==> config.mk <==
export PLATFORM = sky130hd
export DESIGN_NAME = booth_r4_mult
export DESIGN_NICKNAME = d
export VERILOG_FILES = /design/src/rtl/booth_r4_mult.sv
export SDC_FILE = /design/constraint.sdc
export NUM_CORES = 1
export LEC_CHECK = 0
export CAP_MARGIN = 10
export CORE_MARGIN = 10
export CORE_UTILIZATION = 40
export CTS_BUF_LIST = sky130_fd_sc_hd__clkbuf_8 sky130_fd_sc_hd__clkbuf_16
export CTS_CLUSTER_DIAMETER = 50
export DETAILED_ROUTE_END_ITERATION = 10
export PLACE_DENSITY = 0.7
export SLEW_MARGIN = 15
export SYNTH_ARGS = -nofsm -noshare
export SYNTH_HDL_FRONTEND = slang
export SYNTH_SLANG_ARGS = --single-unit
==> constraint.sdc <==
create_clock -name clk -period 6.15 [get_ports clk]
set_input_delay 1.23 -clock clk [delete_from_list [all_inputs] [get_ports clk]]
set_output_delay 1.23 -clock clk [all_outputs]
set_load 0.01 [all_outputs]
==> src/rtl/booth_r4_mult.sv <==
// booth_r4_mult -- radix-4 (modified Booth) sequential multiplier.
//
// Retires two multiplier bits per cycle. Signed or unsigned operands are
// selected per operation. This unit is a shared multi-cycle multiply resource
// driven by a start/busy/done handshake.
//
// Parameters:
//   DATAWIDTH    operand width W (>= 4); the product is 2W bits
//
// Ports:
//   clk          clock; all logic acts on the rising edge
//   rst          synchronous reset, active-high; aborts any operation in flight
//   start        request; sampled only while busy is low (IDLE or DONE_S)
//   signed_mode  1: A and B are two's complement; 0: unsigned; latched on accept
//   A            multiplicand, latched on accept
//   B            multiplier, latched on accept
//   busy         high while the multiply iterates
//   done         one-cycle pulse; product is valid in this cycle
//   product      result; held until the next done
//
// Optional feature macro: BOOTH_EARLY_TERM_EN
//   When defined, iteration stops as soon as every remaining Booth digit is
//   zero, and the accumulator is realigned with one variable arithmetic shift.
//   When undefined, exactly N iteration cycles run and no variable shifter is
//   built. Results are identical in both builds.
module booth_r4_mult #(
  parameter int DATAWIDTH = 8
) (
  input  logic                     clk,
  input  logic                     rst,
  input  logic                     start,
  input  logic                     signed_mode,
  input  logic [DATAWIDTH-1:0]     A,
  input  logic [DATAWIDTH-1:0]     B,
  output logic                     busy,
  output logic                     done,
  output logic [2*DATAWIDTH-1:0]   product
);

  localparam int W  = DATAWIDTH;
  localparam int XW = 2 * ((W + 2) / 2);  // extended operand width (even, >= W+1)
  localparam int N  = XW / 2;             // number of Booth digits
  localparam int PW = XW + 2;             // accumulator width, with sign guard
  localparam int CW = $clog2(N);

  typedef enum logic [1:0] {IDLE, CALC, DONE_S} state_t;

  state_t                  state, state_n;
  logic [CW-1:0]           cnt_p0;
  logic signed [XW-1:0]    a_p0;
  logic signed [XW-1:0]    mq_p0;
  logic                    guard_p0;
  logic signed [PW-1:0]    acc_p0;
  logic [XW-1:0]           lo_p0;

  logic                    accept;
  logic                    early;
  logic signed [XW-1:0]    mq_nx;
  logic signed [PW-1:0]    sum;
  logic signed [PW+XW-1:0] wide;
  logic signed [PW+XW-1:0] wide_sh;

  // Sign- or zero-extend an operand to the Booth width.
  function automatic logic [XW-1:0] extend(input logic [W-1:0] v, input logic sgn);
    return sgn ? {{(XW-W){v[W-1]}}, v} : {{(XW-W){1'b0}}, v};
  endfunction

  // Partial product for one recoded digit; negatives are inverted operand plus 1.
  function automatic logic [PW-1:0] booth_pp(input logic [XW-1:0] a, input logic [2:0] d);
    logic [PW-1:0] ax;
    logic [PW-1:0] ax2;
    ax  = {{2{a[XW-1]}}, a};
    ax2 = ax << 1;
    case (d)
      3'b001, 3'b010: return ax;
      3'b011:         return ax2;
      3'b100:         return ~ax2 + PW'(1);
      3'b101, 3'b110: return ~ax + PW'(1);
      default:        return '0;
    endcase
  endfunction

  assign busy  = (state == CALC);
  assign done  = (state == DONE_S);

  assign mq_nx = mq_p0 >>> 2;
  assign sum   = acc_p0 + booth_pp(a_p0, {mq_p0[1:0], guard_p0});
  assign wide  = {sum, lo_p0};

`ifdef BOOTH_EARLY_TERM_EN
  // Remaining multiplier bits plus the next guard all equal -> every later digit is 0.
  logic [$clog2(PW+XW+1)-1:0] sh_amt;
  assign early   = (&{mq_nx, mq_p0[1]}) | ~(|{mq_nx, mq_p0[1]});
  assign sh_amt  = ($clog2(PW+XW+1))'(2 * (N - int'(cnt_p0)));
  assign wide_sh = wide >>> sh_amt;
`else
  assign early   = 1'b0;
  assign wide_sh = wide >>> 2;
`endif

  always_comb begin
    state_n = state;
    accept  = 1'b0;
    case (state)
      IDLE, DONE_S: begin
        if (start) begin
          accept  = 1'b1;
          state_n = CALC;
        end else begin
          state_n = IDLE;
        end
      end
      CALC: begin
        if (cnt_p0 == CW'(N - 1) || early) state_n = DONE_S;
      end
      default: state_n = IDLE;
    endcase
  end

  // Control: state, digit counter and the visible product register.
  always_ff @(posedge clk) begin
    if (rst) begin
      state   <= IDLE;
      cnt_p0  <= '0;
      product <= '0;
    end else begin
      state <= state_n;
      if (accept) cnt_p0 <= '0;
      else if (state == CALC) cnt_p0 <= cnt_p0 + CW'(1);
      if (state == CALC && state_n == DONE_S) product <= wide_sh[2*W-1:0];
    end
  end

  // Datapath: operand latch, then one add-and-shift per CALC cycle.
  always_ff @(posedge clk) begin
    if (accept) begin
      a_p0     <= extend(A, signed_mode);
      mq_p0    <= extend(B, signed_mode);
      guard_p0 <= 1'b0;
      acc_p0   <= '0;
      lo_p0    <= '0;
    end else if (state == CALC) begin
      acc_p0   <= wide_sh[PW+XW-1:XW];
      lo_p0    <= wide_sh[XW-1:0];
      mq_p0    <= mq_nx;
      guard_p0 <= mq_p0[1];
    end
  end

endmodule

==> flow_summary.toml <==
[route]
vias = 2730
viasPerCell = 5.37
route.detailed.drc = 0
drtAntennaViolNets = 0
dr.pass1.iters = 5
wire_per_inst_um = 14.5
drt_iter0_drc = 161
wl_mm = 7.38

[yosys]
synth.avg_cell_area_um2 = 8.73
synth_top_area_share_pct = 24.6
synth.top_cells.by_area = "dfxtp_1 25%, edfxtp_1 18%, nand2_1 8.5%, ha_1 5.4%, a21oi_1 4.8%"
yosys.area.top_type = "dfxtp_1"
synth_nets = 408
yosys-top-cells-count = "74 x nand2_1, 40 x dfxtp_1, 31 x a21oi_1, 22 x nor2_1, 19 x edfxtp_1"
synth-main-ff-cell = "dfxtp_1"
synth_edf_count = 19
synth-seq-cells = 59
synthArstFlopShare_pct = 0
yosysMostFrequentCell = "nand2_1"
synthCells = 373
synth-seq-area-share_pct = 42.1
ys_types = 56
synthesis.area_mm2 = 0.00326
yosysWarningCount = 0

[floorplan]
rows = 32
initial_utilization_pct = 41.7
io_pins = 38
design.core.area_mm2 = 0.00781
die_width_um = 110
die_y_um = 110
die-area_mm2 = 0.0122

[power_and_ir_drop]
p_leak_nw = 1.46
pwr_density_cell_mw_per_mm2 = 337
peakVddDrop_mv = 0.157
power.total_mw = 1.30

[setup_path]
required_ns = 6.13
startpoint_type = "input port"
arrival_ns = 3.94
max_stage_delay_ns = 1.01
crit_chain = "clkdlybuf4s50_1, nand2b_1, inv_1, nor2_1, inv_1"
r2r_slack_ns = 2.34
cpMostUsedCell = "inv_1"
critPathMaxFanout = 25
path_delay_family = "buffers and inverters"
cp-end-kind = "flop"
cp_num_buf_inv = 3
crit_slowest_cell = "nor2_1"
path_class = "in2reg"

[sta]
relSlewSlack_pct = 22.8
fin_setup_tns_ns = 0
rsz0062_at_grt = "no"
setup_violations = 0
fmax_mhz = 252
fin_crit_sh_pct = 64.5
fin_ws_ns = 2.18
fin_skew_ns = 0.0103
slew_violations = 0
min_period_ns = 3.97
hold_viol = 0
tightest_slew_ns = 1.15

[clock_network]
cts_resized = 0
clockBufferDepth = 2
clock_sinks = 59
cts_tree = "done"
numCtsBuffers = 9
htree_num_levels = 3
clock_latency_ns = 0.34
clkTransAtPathRegs_ns = 0.07
clockRootBuffer = "clkbuf_8"
postCtsSetupBuffers = 0
holdBufCountCts = 0

[placed_design]
numPortBuffers = 37
dp_slack_ns = 1.76
hpwl_mm = 5.34
gp_congestion = 0.857

[flow_run]
maxCapViolations = 0

[grt]
grt_max_degree = 28
grt_usage_pct = 12.9
grt.overflow.total = 0
grt_first_pass_wirelength_mm = 12.6
grt_pass1_vias = 2651
antenna_found_initial = 0

[status]
status = "completed"

[finish]
n_antenna_cell = 0
area_delta_synth_final_pct = 18.3
final_nets = 436
fill_cells = 722
seqCellArea_mm2 = 0.00137
drive_above_1_share_pct = 5.91
multi_input_area_mm2 = 0.00172

[hold_path]
hp-class = "reg2reg"
==> worst min-delay path, delay by kind of cell, from the launching register on <==
family           cells  cell delay, ns
AND/OR/NAND/NOR      1            0.05
flip-flops           1            0.31
AO/OA/AOI/OAI        1            0.05
==> final cells by class <==
| type | instances | share of cell area, % |
|---|---|---|
| Multi-Input combinational cell | 277 | 44.7 |
| Sequential cell | 59 | 35.6 |
| Timing Repair Buffer | 37 | 9.61 |
| Tap cell | 102 | 3.31 |
| Clock buffer | 9 | 3.21 |
| Clock inverter | 7 | 1.92 |
| Inverter | 17 | 1.66 |
==> cell usage in the layout (no fill, tap or decap), types with 2 or more instances in the layout <==
| cell | netlist | routed |
|---|---|---|
| o211ai_1 | 2 | 2 |
| inv_4 | 0 | 2 |
| inv_1 | 16 | 16 |
| a31oi_1 | 4 | 4 |
| or3_1 | 2 | 2 |
| ha_1 | 14 | 14 |
| nor4_1 | 2 | 2 |
| a211oi_1 | 8 | 8 |
| nor3_1 | 7 | 7 |
| o31ai_1 | 5 | 5 |
| nand3_1 | 11 | 11 |
| a221oi_1 | 3 | 3 |
| nor2_1 | 22 | 22 |
| dfxtp_1 | 40 | 40 |
| clkdlybuf4s50_1 | 0 | 37 |
| o21ai_0 | 8 | 8 |
| nor2b_1 | 6 | 6 |
| xnor2_1 | 15 | 15 |
| nand2b_1 | 10 | 10 |
| a41oi_1 | 2 | 2 |
| a22o_1 | 11 | 11 |
| mux2i_1 | 4 | 4 |
| and2_1 | 3 | 3 |
| a21oi_1 | 31 | 31 |
| nor3b_1 | 2 | 2 |
| clkbuf_8 | 0 | 9 |
| nand2_1 | 74 | 74 |
| clkinv_4 | 0 | 2 |
| a21o_1 | 5 | 5 |
| edfxtp_1 | 19 | 19 |
| xor2_1 | 2 | 2 |
==> cell families (layout without fill, tap and decap cells) <==
| kind of cell | Yosys count | after routing | share of synthesized area [%] |
|---|---|---|---|
| adder cells (fa/ha/maj) | 15 | 15 | 5.99 |
| flip-flops | 59 | 59 | 42.1 |
| XOR/XNOR | 17 | 17 | 4.57 |
| multiplexers | 5 | 5 | 1.58 |
| AND/OR/NAND/NOR | 149 | 149 | 21.3 |
| buffers and inverters | 37 | 70 | 4.99 |
| AO/OA/AOI/OAI | 91 | 91 | 19.4 |
==> metrics by stage <==
| stage | area [um^2] | cells | util (%) | hold slack (ns) |
|---|---|---|---|---|
| after detailed placement | 3660 | 492 | 46.8 | 0.447 |
| after global placement | 3660 | 492 | 46.8 | 0.447 |
| after global routing | 3850 | 508 | 49.4 | 0.478 |
| after CTS | 3850 | 508 | 49.4 | 0.456 |
| after floorplan | 3260 | 373 | - | 0.432 |
| final | 3850 | 508 | 49.4 | 0.454 |
==> where the power goes <==
group | leakage [nW] | switching, mW | internal [mW]
registers | 0.513 | 0.0525 | 0.458
logic | 0.844 | 0.238 | 0.192
clock network | 0.104 | 0.168 | 0.189
==> sequential cells by signal, summed over array words and instances (netlist names) <==
name / count
a_p0: 9
acc_p0: 10
cnt_p0: 3
guard_p0: 1
lo_p0: 8
mq_p0: 10
product: 16
state: 2
==> worst paths after layout <==
| path | from | end | cells past startpoint |
|---|---|---|---|
| worst max-delay path | start | mq_p0[0] | 5 |
| worst min-delay path | product[12] | product[12] | 2 |
| worst max register to register | a_p0[2] | acc_p0[9] | 12 |
| worst min register to register | product[12] | product[12] | 2 |
==> metal layers <==
| layer | track usage, % | share of wire [%] | vias up |
|---|---|---|---|
| met2 | 20.8 | 47 | 70 |
| met3 | 2.96 | 4.1 | 13 |
| met4 | 5.50 | 2.1 | 0 |
| li1 | - | - | 1378 |
| met5 | 0 | 0 | - |
| met1 | 16.2 | 47 | 1269 |
No activity file was read; power rests on OpenSTA's default activity.
